### src/rtl/imem_fetch_unit.sv
`default_nettype none
// ============================================================================
// Module   : imem_fetch_unit
// Brief    : Instruction-fetch initiator for the banked synchronous
//            instruction memory. Issues one read per cycle, captures the
//            returned 48-bit instructions into a 2-entry queue and hands
//            them with their PCs to decode over valid/ready. Execute-stage
//            redirects flush the queue and any in-flight read.
// Options  : IMEM_FETCH_PERF_EN - adds o_bubble_count, a saturating count
//            of cycles where decode was ready but no instruction was valid.
// Revision : 1.0 - initial release
// ============================================================================
module imem_fetch_unit #(
    parameter int                       ADDRESS_WIDTH = 32,
    parameter int                       DATA_WIDTH    = 48,
    parameter int                       INST_BYTES    = 6,
    parameter logic [ADDRESS_WIDTH-1:0] RESET_PC      = '0
) (
    input  logic                     i_clk,
    input  logic                     i_rst,
    input  logic                     i_redirect,
    input  logic [ADDRESS_WIDTH-1:0] i_redirect_pc,
    output logic                     o_mem_me,
    output logic [ADDRESS_WIDTH-1:0] o_mem_adr,
    input  logic [DATA_WIDTH-1:0]    i_mem_q,
    output logic                     o_inst_valid,
    input  logic                     i_inst_ready,
    output logic [DATA_WIDTH-1:0]    o_inst,
    output logic [ADDRESS_WIDTH-1:0] o_inst_pc
`ifdef IMEM_FETCH_PERF_EN
    ,
    output logic [31:0]              o_bubble_count
`endif
);

    localparam logic [ADDRESS_WIDTH-1:0] C_PC_STEP = ADDRESS_WIDTH'(INST_BYTES);

    // Registered state and next-state values
    logic [ADDRESS_WIDTH-1:0]            fetch_pc_q,  fetch_pc_d;
    logic                                infl_q,      infl_d;
    logic [ADDRESS_WIDTH-1:0]            infl_pc_q,   infl_pc_d;
    logic [1:0][DATA_WIDTH-1:0]          qinst_q,     qinst_d;
    logic [1:0][ADDRESS_WIDTH-1:0]       qpc_q,       qpc_d;
    logic [1:0]                          cnt_q,       cnt_d;
    logic [ADDRESS_WIDTH-1:0]            mem_adr_q;

    logic                                pop;
    logic                                issue;
    logic [2:0]                          occ_after_pop;
    logic [1:0]                          base;

    // Entry 0 is always the queue head
    assign o_inst_valid = (cnt_q != 2'd0);
    assign o_inst       = qinst_q[0];
    assign o_inst_pc    = qpc_q[0];
    assign pop          = o_inst_valid && i_inst_ready;

    // Slots that will be occupied after this cycle's pop; a new read may be
    // issued only if it is guaranteed a queue slot when its data returns.
    assign occ_after_pop = {1'b0, cnt_q} + {2'b00, infl_q} - {2'b00, pop};
    assign issue         = !i_rst && !i_redirect && (occ_after_pop < 3'd2);

    // The address port holds its last issued value when idle
    assign o_mem_me  = issue;
    assign o_mem_adr = issue ? fetch_pc_q : mem_adr_q;

    // Next-state for fetch PC, in-flight tracking and the output queue
    always_comb begin
        fetch_pc_d = fetch_pc_q;
        infl_d     = issue;
        infl_pc_d  = infl_pc_q;
        qinst_d    = qinst_q;
        qpc_d      = qpc_q;
        cnt_d      = cnt_q;
        base       = cnt_q - {1'b0, pop};

        if (i_redirect) begin
            // Flush: queued entries and the in-flight read are discarded
            fetch_pc_d = i_redirect_pc;
            cnt_d      = 2'd0;
        end else begin
            if (issue) begin
                fetch_pc_d = fetch_pc_q + C_PC_STEP;
                infl_pc_d  = fetch_pc_q;
            end
            if (pop) begin
                qinst_d[0] = qinst_q[1];
                qpc_d[0]   = qpc_q[1];
            end
            // Returned data lands behind whatever survives the pop; the
            // issue rule keeps that slot index at 0 or 1.
            if (infl_q) begin
                qinst_d[base[0]] = i_mem_q;
                qpc_d[base[0]]   = infl_pc_q;
            end
            cnt_d = base + {1'b0, infl_q};
        end
    end

    // State registers with asynchronous reset (reset overrides redirect)
    always_ff @(posedge i_clk or posedge i_rst) begin
        if (i_rst) begin
            fetch_pc_q <= RESET_PC;
            infl_q     <= 1'b0;
            infl_pc_q  <= '0;
            qinst_q    <= '0;
            qpc_q      <= '0;
            cnt_q      <= 2'd0;
            mem_adr_q  <= RESET_PC;
        end else begin
            fetch_pc_q <= fetch_pc_d;
            infl_q     <= infl_d;
            infl_pc_q  <= infl_pc_d;
            qinst_q    <= qinst_d;
            qpc_q      <= qpc_d;
            cnt_q      <= cnt_d;
            mem_adr_q  <= o_mem_adr;
        end
    end

`ifdef IMEM_FETCH_PERF_EN
    logic [31:0] bubble_q;

    assign o_bubble_count = bubble_q;

    // Saturating count of decode-starved cycles; survives redirects
    always_ff @(posedge i_clk or posedge i_rst) begin
        if (i_rst) begin
            bubble_q <= 32'd0;
        end else if (i_inst_ready && !o_inst_valid && (bubble_q != 32'hFFFF_FFFF)) begin
            bubble_q <= bubble_q + 32'd1;
        end
    end
`endif

endmodule
`default_nettype wire

### config.mk
export PLATFORM = sky130hd
export DESIGN_NAME = imem_fetch_unit
export DESIGN_NICKNAME = d
export VERILOG_FILES = /design/src/rtl/imem_fetch_unit.sv
export SDC_FILE = /design/constraint.sdc
export NUM_CORES = 1
export LEC_CHECK = 0
export CAP_MARGIN = 20
export CORE_MARGIN = 2
export CORE_UTILIZATION = 35
export CTS_CLUSTER_DIAMETER = 40
export DETAILED_ROUTE_END_ITERATION = 8
export RECOVER_POWER = 25
export SLEW_MARGIN = 20
export SYNTH_ARGS = -nofsm -noshare
export SYNTH_HDL_FRONTEND = slang
export SYNTH_SLANG_ARGS = --single-unit
### constraint.sdc
create_clock -name i_clk -period 9.55 [get_ports i_clk]
set_input_delay 1.4325 -clock i_clk [delete_from_list [all_inputs] [get_ports i_clk]]
set_output_delay 1.4325 -clock i_clk [all_outputs]
set_load 0.01 [all_outputs]
==> summary.md, run 1 <==
| Metric | Value |
|---|---|
| Max-cap viol count | `2` |
| Worst Tran Pin Value | `5.16 ns` |
| GP Congestion | `0.790` |
| Gate Count Post-Synth | `993` |
| DRT antenna net count | `0` |
| DP Cell Count | `1465` |
| Pleak | `7.02 nW` |
| Synth unique cells | `56` |
| Worst Hold Depth | `2` |
| Vias per cell | `5.22` |
| H-tree depth | `2` |
| Die H | `183 um` |
| VDD IR-drop max | `0.000114 V` |
| Clock Latency Late Sink | `0.52 ns` |
| Largest net degree at the start of global routing | `117` |
| Max-slew violations | `158` |
| Cell Count, Final, Fillers Out | `1540` |
| Area Overhead vs Synth | `28.1%` |
| Cell Area, Synth | `11200 um^2` |
| Io pins | `198` |
| Share of layout cells above drive strength 1 | `0.159` |
| Total Nets Final | `1194` |
| Fmax | `142 MHz` |
| Most Crowded Layer GR | `met2` |
| Main flop type after synthesis | `dfrtp_1` |
| Total negative setup slack | `0 ns` |
| FF+latch count, synth | `259` |
| Total gr overflow | `0` |
| # rows | `65` |
| DR WL/cell | `18.7 um` |
| Setup crit start kind | `primary input` |
| CTS tree | `built` |
| Yosys warns | `0` |
| Fillcell total | `2937` |
| Port-buffer cells | `197` |
| Vias in the first global route | `8115` |
| Critical path type | `in -> out` |
| Initial Util | `0.355` |
| Cell Pwr Density | `251 nW/um^2` |
| Violated checks | `max-capacitance violations, max-slew violations` |
| Diodes inserted | `0` |
| Global routing usage on met3 | `0.0322` |
| Post-Syn Area per Cell | `11.3 um^2` |
| Chip width | `183 um` |
| Initial DRC Count | `852` |
| Number of setup violations in the final report | `0` |
| Num CTS Buffers | `42` |
| Die area | `33400 um^2` |
| Final min period | `7.04 ns` |
| R2R cell count | `10` |
| DRT Wirelength | `28.8 mm` |
| Met1 Use GR | `0.241` |
| Setup crit end kind | `output port` |
| Root Buffer | `clkbuf_16` |
| First-pass GRT wire length | `45.8 mm` |
| Status | `finished, violations left` |
| TritonRoute pass-1 iters | `9` |
| DR vias | `8045` |
| CORE AREA | `31600 um^2` |
| Critical path peak fanout | `48` |
| Critical Path RT | `8.12 ns` |
| HPWL after DPL | `18.2 mm` |
| Commonest non-fill, non-tap cell in the layout | `dfrtp_1` |
| Commonest non-fill, non-tap cells in the layout | `dfrtp_1, nand2_1, clkdlybuf4s50_1` |
| Post-CTS sizing | `0` |
| Post-Syn Nets | `1080` |
| Ys async rst share | `1.00` |
| CTS Hold Buffers Added | `0` |
| Hold Violations, Final | `0` |
| RSZ-0062 raised after global routing | `false` |
| Drt drc | `0` |
| Total Routing Usage GR | `0.172` |
| Slew margin rel. | `-2.46` |
| Type of the tightest min-delay check | `reg -> reg` |
| TritonCTS Sinks | `259` |
| Crit path DAT | `5.61 ns` |
| Fin crit share | `0.738` |
| CTS Buffer Depth | `3` |
| Clk slew on worst S/H paths | `0.05 ns` |
| Seq/Total Area, Yosys | `0.579` |
| Antenna violations before repair | `1` |
| Skew final | `0.0176 ns` |
| Post-synth EDFFs | `0` |
| Global Route met2 Usage | `0.275` |
| Post-CTS Setup Bufs | `0` |
sequential cells by signal (all words and copies together), names as in the netlist:
name / count
qpc_q: 32
o_inst: 48
o_inst_pc: 32
infl_q: 1
fetch_pc_q: 32
mem_adr_q: 32
infl_pc_q: 32
qinst_q: 48
cnt_q: 2
through the flow:
stage | util | hold WS (ns) | power (W) | setup WS (ns) | cell area [um^2]
after global routing | 0.454 | 0.499 | 0.00377 | 2.17 | 14300
after CTS | 0.454 | 0.475 | 0.00365 | 2.61 | 14300
after global placement | 0.409 | 0.457 | 0.00210 | 2.69 | 12900
after detailed placement | 0.409 | 0.460 | 0.00211 | 2.64 | 12900
after floorplan | - | 0.453 | 0.00185 | 0.991 | 11200
final | 0.454 | 0.468 | 0.00359 | 2.51 | 14300
per-layer routing:
metal | vias to the layer above | share of wire
li1 | 3673 | -
met1 | 4062 | 0.45
met2 | 266 | 0.47
met3 | 44 | 0.065
met4 | 0 | 0.019
met5 | - | 0
layout make-up:
| type | count | area [um^2] | share of cell area |
|---|---|---|---|
| clock inverters | 28 | 333 | 0.0232 |
| flip-flops and latches | 259 | 6480 | 0.452 |
| repair buffers | 208 | 2050 | 0.143 |
| well taps | 402 | 503 | 0.0351 |
| inverters | 91 | 343 | 0.0239 |
| clock buffers | 47 | 1090 | 0.0760 |
| multi-input cells | 505 | 3530 | 0.246 |
cell usage after synthesis, drive strengths merged (6+ instances only):
cell    count  area (um^2)
nand2     195          734
clkbuf     30          114
inv        91          342
o311ai      8         70.1
o211ai      6         45.0
mux2       81          912
nor2       16         60.1
or3         6         37.5
a221o       7         70.1
nand4      10         68.8
a222oi     80          801
o21ai      21          105
buf       108          753
nand3      11         60.1
dfrtp     259         6480
final timing paths:
| check | startpoint | slack, ns | to |
|---|---|---|---|
| setup reg to reg | cnt_q[0]$_DFF_PP0_ | 5.27 | fetch_pc_q[15]$_DFFE_PP0P_ |
| max in group asynchronous | i_rst | 4.05 | qinst_q[80]$_DFFE_PP0P_ |
| hold / removal | mem_adr_q[25]$_DFF_PP0_ | 0.47 | mem_adr_q[25]$_DFF_PP0_ |
| setup / recovery | i_redirect | 2.51 | o_mem_adr[24] |
| hold reg to reg | mem_adr_q[25]$_DFF_PP0_ | 0.47 | mem_adr_q[25]$_DFF_PP0_ |
| min in group asynchronous | i_rst | 2.95 | infl_q$_DFF_PP0_ |
where the power goes:
part	switching [W]	leakage (nW)	internal, W
registers	0.000141	3.32	0.00131
clock network	0.000550	0.683	0.000970
logic	0.000283	3.01	0.000340
logic make-up (layout without fill, tap and decap cells):
logic type | after synthesis | after routing | share of synthesized area
and+or+nand+nor | 265 | 265 | 0.106
AOI/OAI and AO/OA | 149 | 149 | 0.116
DFF | 259 | 259 | 0.579
xor gates and xnor gates | 5 | 5 | 0.00392
muxes | 83 | 83 | 0.0833
buffers and inverters | 229 | 374 | 0.108
adders and majority gates | 3 | 3 | 0.00403
critical path: stages:
cell and delay (ns):
dlygate4sd3_1 0.53, clkbuf_1 0.79, or3b_1 0.69, or2_2 0.41
inv_2 0.70, nand2_1 0.29, nand2_1 0.16, clkdlybuf4s50_1 0.56
No activity file was read; power rests on OpenSTA's default activity.
==> inputs of run 2 (changes only) <==
- clock period: 9.55 -> 6.2 ns (I/O delays scaled with it)
==> run 2 against run 1 <==
Effect of this change: the flow finishes with violations (design-rule violations, max-capacitance violations, max-slew violations); sequential power grew 54%; clock power grew 62%; utilization grew 0.36 points; first-iteration DRC count shrank 4.3%; total power increased by 58%; critical path depth increased by 3; routed wire length rose by 4.3%; flip-flop and latch count did not move; die area did not move; count of clock-buffer cells in the layout grew 3; sequential share of layout area down 0.36 points; clock skew is 0.0015 ns lower; critical path type unchanged; largest power group unchanged; highest routed layer unchanged.
==> summary.md, run 2 (synthesized netlist as in run 1, its figures left out) <==
| Metric | Value |
|---|---|
| Initial DRC Count | `815 (-4.3%)` |
| Vias per cell | `5.25 (+0.47%)` |
| First-pass GRT wire length | `47.2 mm (+3.1%)` |
| H-tree depth | `2 (unchanged)` |
| Total Nets Final | `1196 (+0.17%)` |
| Cell area after layout | `14400 um^2 (+0.79%)` |
| Fin crit share | `0.929` |
| Setup crit end kind | `output port` |
| TritonRoute pass-1 iters | `9 (unchanged)` |
| CTS Hold Buffers Added | `0 (unchanged)` |
| DR WL met3 | `1.76 mm (-5.5%)` |
| Total Routing Usage GR | `0.180 (+0.00812)` |
| VDD IR-drop max | `0.000224 V (+96%)` |
| Status | `finished, violations left` |
| Share of layout cells above drive strength 1 | `0.160 (+0.00105)` |
| DR WL/cell | `19.4 um (+3.9%)` |
| Largest net degree at the start of global routing | `169 (+44%)` |
| Type of the tightest min-delay check | `reg -> reg` |
| Root Buffer | `clkbuf_16` |
| Met2 WL | `14.0 mm (+4.2%)` |
| HPWL after DPL | `18.8 mm (+3.3%)` |
| Cell Pwr Density | `392 nW/um^2 (+56%)` |
| Post-Route M1 WL | `13.4 mm (+4.1%)` |
| Placed cell area | `12900 um^2 (+0.16%)` |
| Skew final | `0.0161 ns (-0.00153 ns)` |
| Setup crit start kind | `primary input` |
| Clk slew on worst S/H paths | `0.05 ns (about the same)` |
| Antenna violations before repair | `1 (unchanged)` |
| Final Power | `0.00566 W (+58%)` |
| DRT Wirelength | `30.0 mm (+4.3%)` |
| Die area | `33400 um^2 (unchanged)` |
| Commonest non-fill, non-tap cells in the layout | `dfrtp_1, nand2_1, clkdlybuf4s50_1` |
| Port-buffer cells | `197 (unchanged)` |
| Vias in the first global route | `8324 (+2.6%)` |
| GP Congestion | `0.761 (-3.7%)` |
| Fillcell total | `2926 (-0.37%)` |
| Post-CTS sizing | `0 (unchanged)` |
| Area Overhead vs Synth | `29.1%` |
| Critical path peak fanout | `40 (-17%)` |
| Die H | `183 um (unchanged)` |
| Max-slew violations | `134 (-15%)` |
| Seq. cell area | `6480 um^2 (unchanged)` |
| Critical path type | `in -> out` |
| Max layer used | `met4` |
| Slew margin rel. | `-1.16 (+1.30)` |
| Io pins | `198 (unchanged)` |
| Hold Violations, Final | `0 (unchanged)` |
| Final core occ | `0.458 (+0.00361)` |
| Total negative setup slack | `0 ns (unchanged)` |
| Post-CTS Setup Bufs | `0 (unchanged)` |
| Clock Latency Late Sink | `0.52 ns (about the same)` |
| Drt drc | `11 (+11)` |
| Total gr overflow | `0 (unchanged)` |
| Number of setup violations in the final report | `0 (unchanged)` |
| Fmax | `174 MHz` |
| Area of the multi-input gates | `3530 um^2 (unchanged)` |
| Final min period | `5.76 ns` |
| RSZ-0062 raised after global routing | `false` |
| Crit path DAT | `4.83 ns (-0.78 ns)` |
| CTS Buffer Depth | `3 (unchanged)` |
| CORE AREA | `31600 um^2 (unchanged)` |
| Num CTS Buffers | `43 (+2.4%)` |
| Commonest non-fill, non-tap cell in the layout | `dfrtp_1` |
| TritonCTS Sinks | `259 (unchanged)` |
| CTS tree | `built` |
| Max-cap viol count | `3 (+1)` |
| Initial Util | `0.355 (unchanged)` |
| Violated checks | `design-rule violations, max-capacitance violations, max-slew violations` |
| Chip width | `183 um (unchanged)` |
| Worst Tran Pin Value | `3.24 ns (-1.92 ns)` |
| Critical Path RT | `5.27 ns (-2.85 ns)` |
| DRT antenna net count | `0 (unchanged)` |
| Pleak | `7.12 nW (+1.4%)` |
| # rows | `65 (unchanged)` |
| DR vias | `8114 (+0.86%)` |
==> run 2: changes by cell type in the layout (fill, tap and decap cells not counted), sizes merged, moves of 2 or more <==
cell	before	now
bufinv	5	7
clkbuf	48	52
clkinv	7	9
clkdlybuf4s50	154	131
dlygate4sd3	43	66
clkinvlp	7	4
==> run 2: layout make-up <==
cell class / count / share of cell area
sequential: 259 / 0.449
multi-input combinational: 505 / 0.244
timing repair buffer: 209 / 0.144
clock buffer: 50 / 0.0777
tap: 402 / 0.0348
clock inverter: 29 / 0.0268
inverter: 91 / 0.0237
antenna: 1 / 0.000173
==> run 2: critical path, cell delays in order <==
cell             delay (ns)
clkdlybuf4s50_1        0.52
nand2_1                0.09
mux2i_1                0.31
nand2_1                0.12
fa_1                   0.48
or3b_1                 0.38
or2_2                  0.33
inv_2                  0.64
nand2_1                0.29
nand2_1                0.18
clkdlybuf4s50_1        0.55
==> run 2: worst paths after layout <==
kind / startpoint / end / slack [ns] / cells past startpoint
min in group asynchronous: i_rst / o_inst_pc[9]$_DFFE_PP0N_ / 1.28 / 2
worst max register to register: cnt_q[0]$_DFF_PP0_ / fetch_pc_q[14]$_DFFE_PP0P_ / 2.11 / 11
worst max-delay path: i_inst_ready / o_mem_adr[24] / 0.44 / 11
worst min register to register: mem_adr_q[14]$_DFF_PP0_ / mem_adr_q[14]$_DFF_PP0_ / 0.47 / 2
max in group asynchronous: i_rst / o_inst_pc[28]$_DFFE_PP0N_ / 1.25 / 3
worst min-delay path: mem_adr_q[14]$_DFF_PP0_ / mem_adr_q[14]$_DFF_PP0_ / 0.47 / 2
==> run 2: stage by stage <==
step | instances | worst slack, ns | hold WS [ns]
after floorplan | 993 | 1.86 | 0.453
after global placement | 1465 | 0.545 | 0.458
after detailed placement | 1465 | 0.479 | 0.461
after CTS | 1544 | 0.466 | 0.472
after global routing | 1546 | 0.184 | 0.495
final | 1546 | 0.438 | 0.465
==> run 2: report_power, final <==
part           internal (W)  switching, W  leakage [nW]
Clock               0.00161      0.000859         0.733
Sequential          0.00201      0.000219          3.32
Combinational      0.000512      0.000444          3.06
Total               0.00414       0.00152          7.12
==> run 2: layer usage <==
| layer | GRT usage | up-vias |
|---|---|---|
| met3 | 0.0336 | 51 |
| met4 | 0.0646 | 0 |
| li1 | - | 3671 |
| met5 | 0 | - |
| met2 | 0.289 | 285 |
| met1 | 0.247 | 4107 |
==> inputs of run 3 (changes only) <==
- REMOVE_ABC_BUFFERS: default -> 1
- TNS_END_PERCENT: default -> 30
==> run 3 against run 2 <==
Effect of this change: the run ends with max-capacitance violations, max-slew violations left; utilization up 0.11 points; total power about the same; maximum frequency up 7.0%; critical path depth up 1; hold slack better by 0.0076 ns; register-to-register slack better by 0.38 ns; critical path type unchanged; critical endpoint unchanged; largest cell class unchanged.
==> summary.md, run 3 (synthesized netlist as in run 1, its figures left out) <==
| Metric | Value |
|---|---|
| Number of setup violations in the final report | `0 (unchanged)` |
| Chip width | `183 um (unchanged)` |
| Antenna violations before repair | `1 (unchanged)` |
| DR WL/cell | `18.5 um (-4.9%)` |
| Die area | `33400 um^2 (unchanged)` |
| Setup crit end kind | `output port` |
| CTS Hold Buffers Added | `0 (unchanged)` |
| HPWL after DPL | `17.5 mm (-6.5%)` |
| # rows | `65 (unchanged)` |
| DRT Wirelength | `28.6 mm (-4.8%)` |
| Initial Util | `0.355 (unchanged)` |
| TritonRoute pass-1 iters | `8 (-1)` |
| Io pins | `198 (unchanged)` |
| R2r endpoint | `fetch_pc_q[15]$_DFFE_PP0P_` |
| Post-CTS sizing | `0 (unchanged)` |
| Total gr overflow | `0 (unchanged)` |
| Setup ws final | `0.812 ns (+0.375 ns)` |
| Type of the tightest min-delay check | `reg -> reg` |
| Status | `finished, violations left` |
| Final min period | `5.39 ns (-0.375 ns)` |
| Placed cell area | `13000 um^2 (+0.16%)` |
| DRT antenna net count | `0 (unchanged)` |
| Clock Latency Late Sink | `0.52 ns (about the same)` |
| Critical path type | `in -> out` |
| GP Congestion | `0.773 (+1.5%)` |
| Total Routing Usage GR | `0.171 (-0.00900)` |
| CTS tree | `built` |
| Worst R2R Start | `cnt_q[0]$_DFF_PP0_` |
| Initial DRC Count | `716 (-12%)` |
| H-tree depth | `2 (unchanged)` |
| Commonest non-fill, non-tap cells in the layout | `dfrtp_1, clkdlybuf4s50_1, nand2_1` |
| Cell Count, Final, Fillers Out | `1548 (+0.13%)` |
| RSZ-0062 raised after global routing | `false` |
| Cell area after layout | `14500 um^2 (+0.23%)` |
| DP Cell Count | `1467 (+0.14%)` |
| Max-cap viol count | `4 (+1)` |
| Critical path peak fanout | `25 (-38%)` |
| VDD IR-drop max | `0.000236 V (+5.2%)` |
| Slew margin rel. | `-1.13 (+0.0251)` |
| Drt drc | `0 (-11)` |
| First-pass GRT wire length | `45.8 mm (-3.0%)` |
| Share of layout cells above drive strength 1 | `0.163 (+0.00321)` |
| Hold wc startpoint | `mem_adr_q[12]$_DFF_PP0_` |
| Worst Hold Depth | `2 (unchanged)` |
| Area Overhead vs Synth | `29.4%` |
| Vias per cell | `5.20 (-0.97%)` |
| CORE AREA | `31600 um^2 (unchanged)` |
| Hold Violations, Final | `0 (unchanged)` |
| Fmax | `186 MHz (+7.0%)` |
| DR vias | `8046 (-0.84%)` |
| Violated checks | `max-capacitance violations, max-slew violations` |
| Largest net degree at the start of global routing | `140 (-17%)` |
| Clk slew on worst S/H paths | `0.05 ns (about the same)` |
| Root Buffer | `clkbuf_16` |
| Commonest non-fill, non-tap cell in the layout | `dfrtp_1` |
| Fillcell total | `2899 (-0.92%)` |
| Post-CTS Setup Bufs | `0 (unchanged)` |
| Vias in the first global route | `8186 (-1.7%)` |
| Critical Path RT | `5.27 ns (about the same)` |
| Setup crit start kind | `primary input` |
| Pleak | `7.03 nW (-1.3%)` |
| Most Crowded Layer GR | `met2` |
| Num CTS Buffers | `43 (unchanged)` |
| Crit path DAT | `4.46 ns (-0.37 ns)` |
| Pre-CTS WS | `0.889 ns (+0.409 ns)` |
| Reg2Reg Setup Slack | `2.49 ns (+0.38 ns)` |
| Max-slew violations | `213 (+59%)` |
| Worst Tran Pin Value | `3.18 ns (-0.0552 ns)` |
| Cell Pwr Density | `391 nW/um^2 (-0.24%)` |
| Global routing usage on met3 | `0.0465 (+0.0129)` |
| R2R cell count | `11 (unchanged)` |
| Port-buffer cells | `197 (unchanged)` |
| Die H | `183 um (unchanged)` |
| Skew final | `0.0203 ns (+0.00423 ns)` |
| Hold EP | `mem_adr_q[12]$_DFF_PP0_` |
| Met1 Use GR | `0.236 (-0.0108)` |
| Total Nets Final | `1199 (+0.25%)` |
| Global Route met2 Usage | `0.269 (-0.0201)` |
| CTS Buffer Depth | `3 (unchanged)` |
| TritonCTS Sinks | `259 (unchanged)` |
| Fin crit share | `0.869 (-0.0604)` |
==> run 3: changes by cell type in the layout (fill, tap and decap cells not counted), moves of 2 or more <==
cell             previous run  this run
bufinv_16                   7         5
clkbuf_8                    2         4
clkbuf_16                  43        45
inv_6                       9         6
dlygate4sd3_1              66         1
clkbuf_1                    7         5
clkinv_4                    5         7
clkdlybuf4s50_1           131       196
==> run 3: how the worst max path moves through the flow <==
| stage | slack, ns | endpoint | startpoint | cells past startpoint |
|---|---|---|---|---|
| floorplan | -1.86 | cnt_q[0]$_DFF_PP0_ | i_rst | 1 |
| global placement | 0.97 | o_mem_adr[24] | i_inst_ready | 12 |
| detailed placement | 0.89 | o_mem_adr[24] | i_inst_ready | 12 |
| CTS | 0.87 | o_mem_adr[24] | i_inst_ready | 12 |
| global route | 0.54 | o_inst[46]$_DFFE_PP0N_ | i_rst | 4 |
| finish | 0.81 | o_mem_adr[24] | i_inst_ready | 12 |
==> run 3: where the power goes <==
part	total (W)	switching (W)	leakage (nW)	internal, W
clock	0.00246	0.000858	0.738	0.00160
combinational	0.000980	0.000430	2.97	0.000550
sequential	0.00222	0.000207	3.32	0.00201
total	0.00566	0.00149	7.03	0.00416
==> run 3: layout make-up <==
| type | instances | area (um^2) | area share |
|---|---|---|---|
| sequential | 259 | 6480 | 0.448 |
| multi-input combinational | 505 | 3530 | 0.244 |
| timing repair buffer | 212 | 2100 | 0.145 |
| clock buffer | 52 | 1190 | 0.0824 |
| tap | 402 | 503 | 0.0347 |
| inverter | 91 | 343 | 0.0237 |
| clock inverter | 26 | 324 | 0.0224 |
| antenna | 1 | 2.50 | 0.000173 |
==> run 3: worst max-delay path, stage by stage <==
cell and delay (ns):
clkdlybuf4s50_1 0.54, nand2_1 0.10, mux2i_1 0.36, nand2_1 0.13, fa_1 0.48, or3b_1 0.37
or2_4 0.31, inv_2 0.07, buf_4 0.30, nand2_1 0.19, nand2_1 0.13, clkdlybuf4s50_1 0.54
==> run 3: metrics by stage <==
| step | total power, W | hold slack, ns | setup TNS [ns] | utilization |
|---|---|---|---|---|
| floorplan | 0.00268 | 0.453 | -480.91 | - |
| global placement | 0.00321 | 0.456 | 0 | 0.411 |
| detailed placement | 0.00324 | 0.458 | 0 | 0.411 |
| CTS | 0.00574 | 0.472 | 0 | 0.459 |
| global route | 0.00595 | 0.490 | 0 | 0.459 |
| finish | 0.00566 | 0.473 | 0 | 0.459 |
==> run 3: metal layers <==
layer  part of all wire  wire, um
met1               0.45     12800
met4              0.018       527
met2               0.45     12900
met5                  0         0
met3              0.081      2320
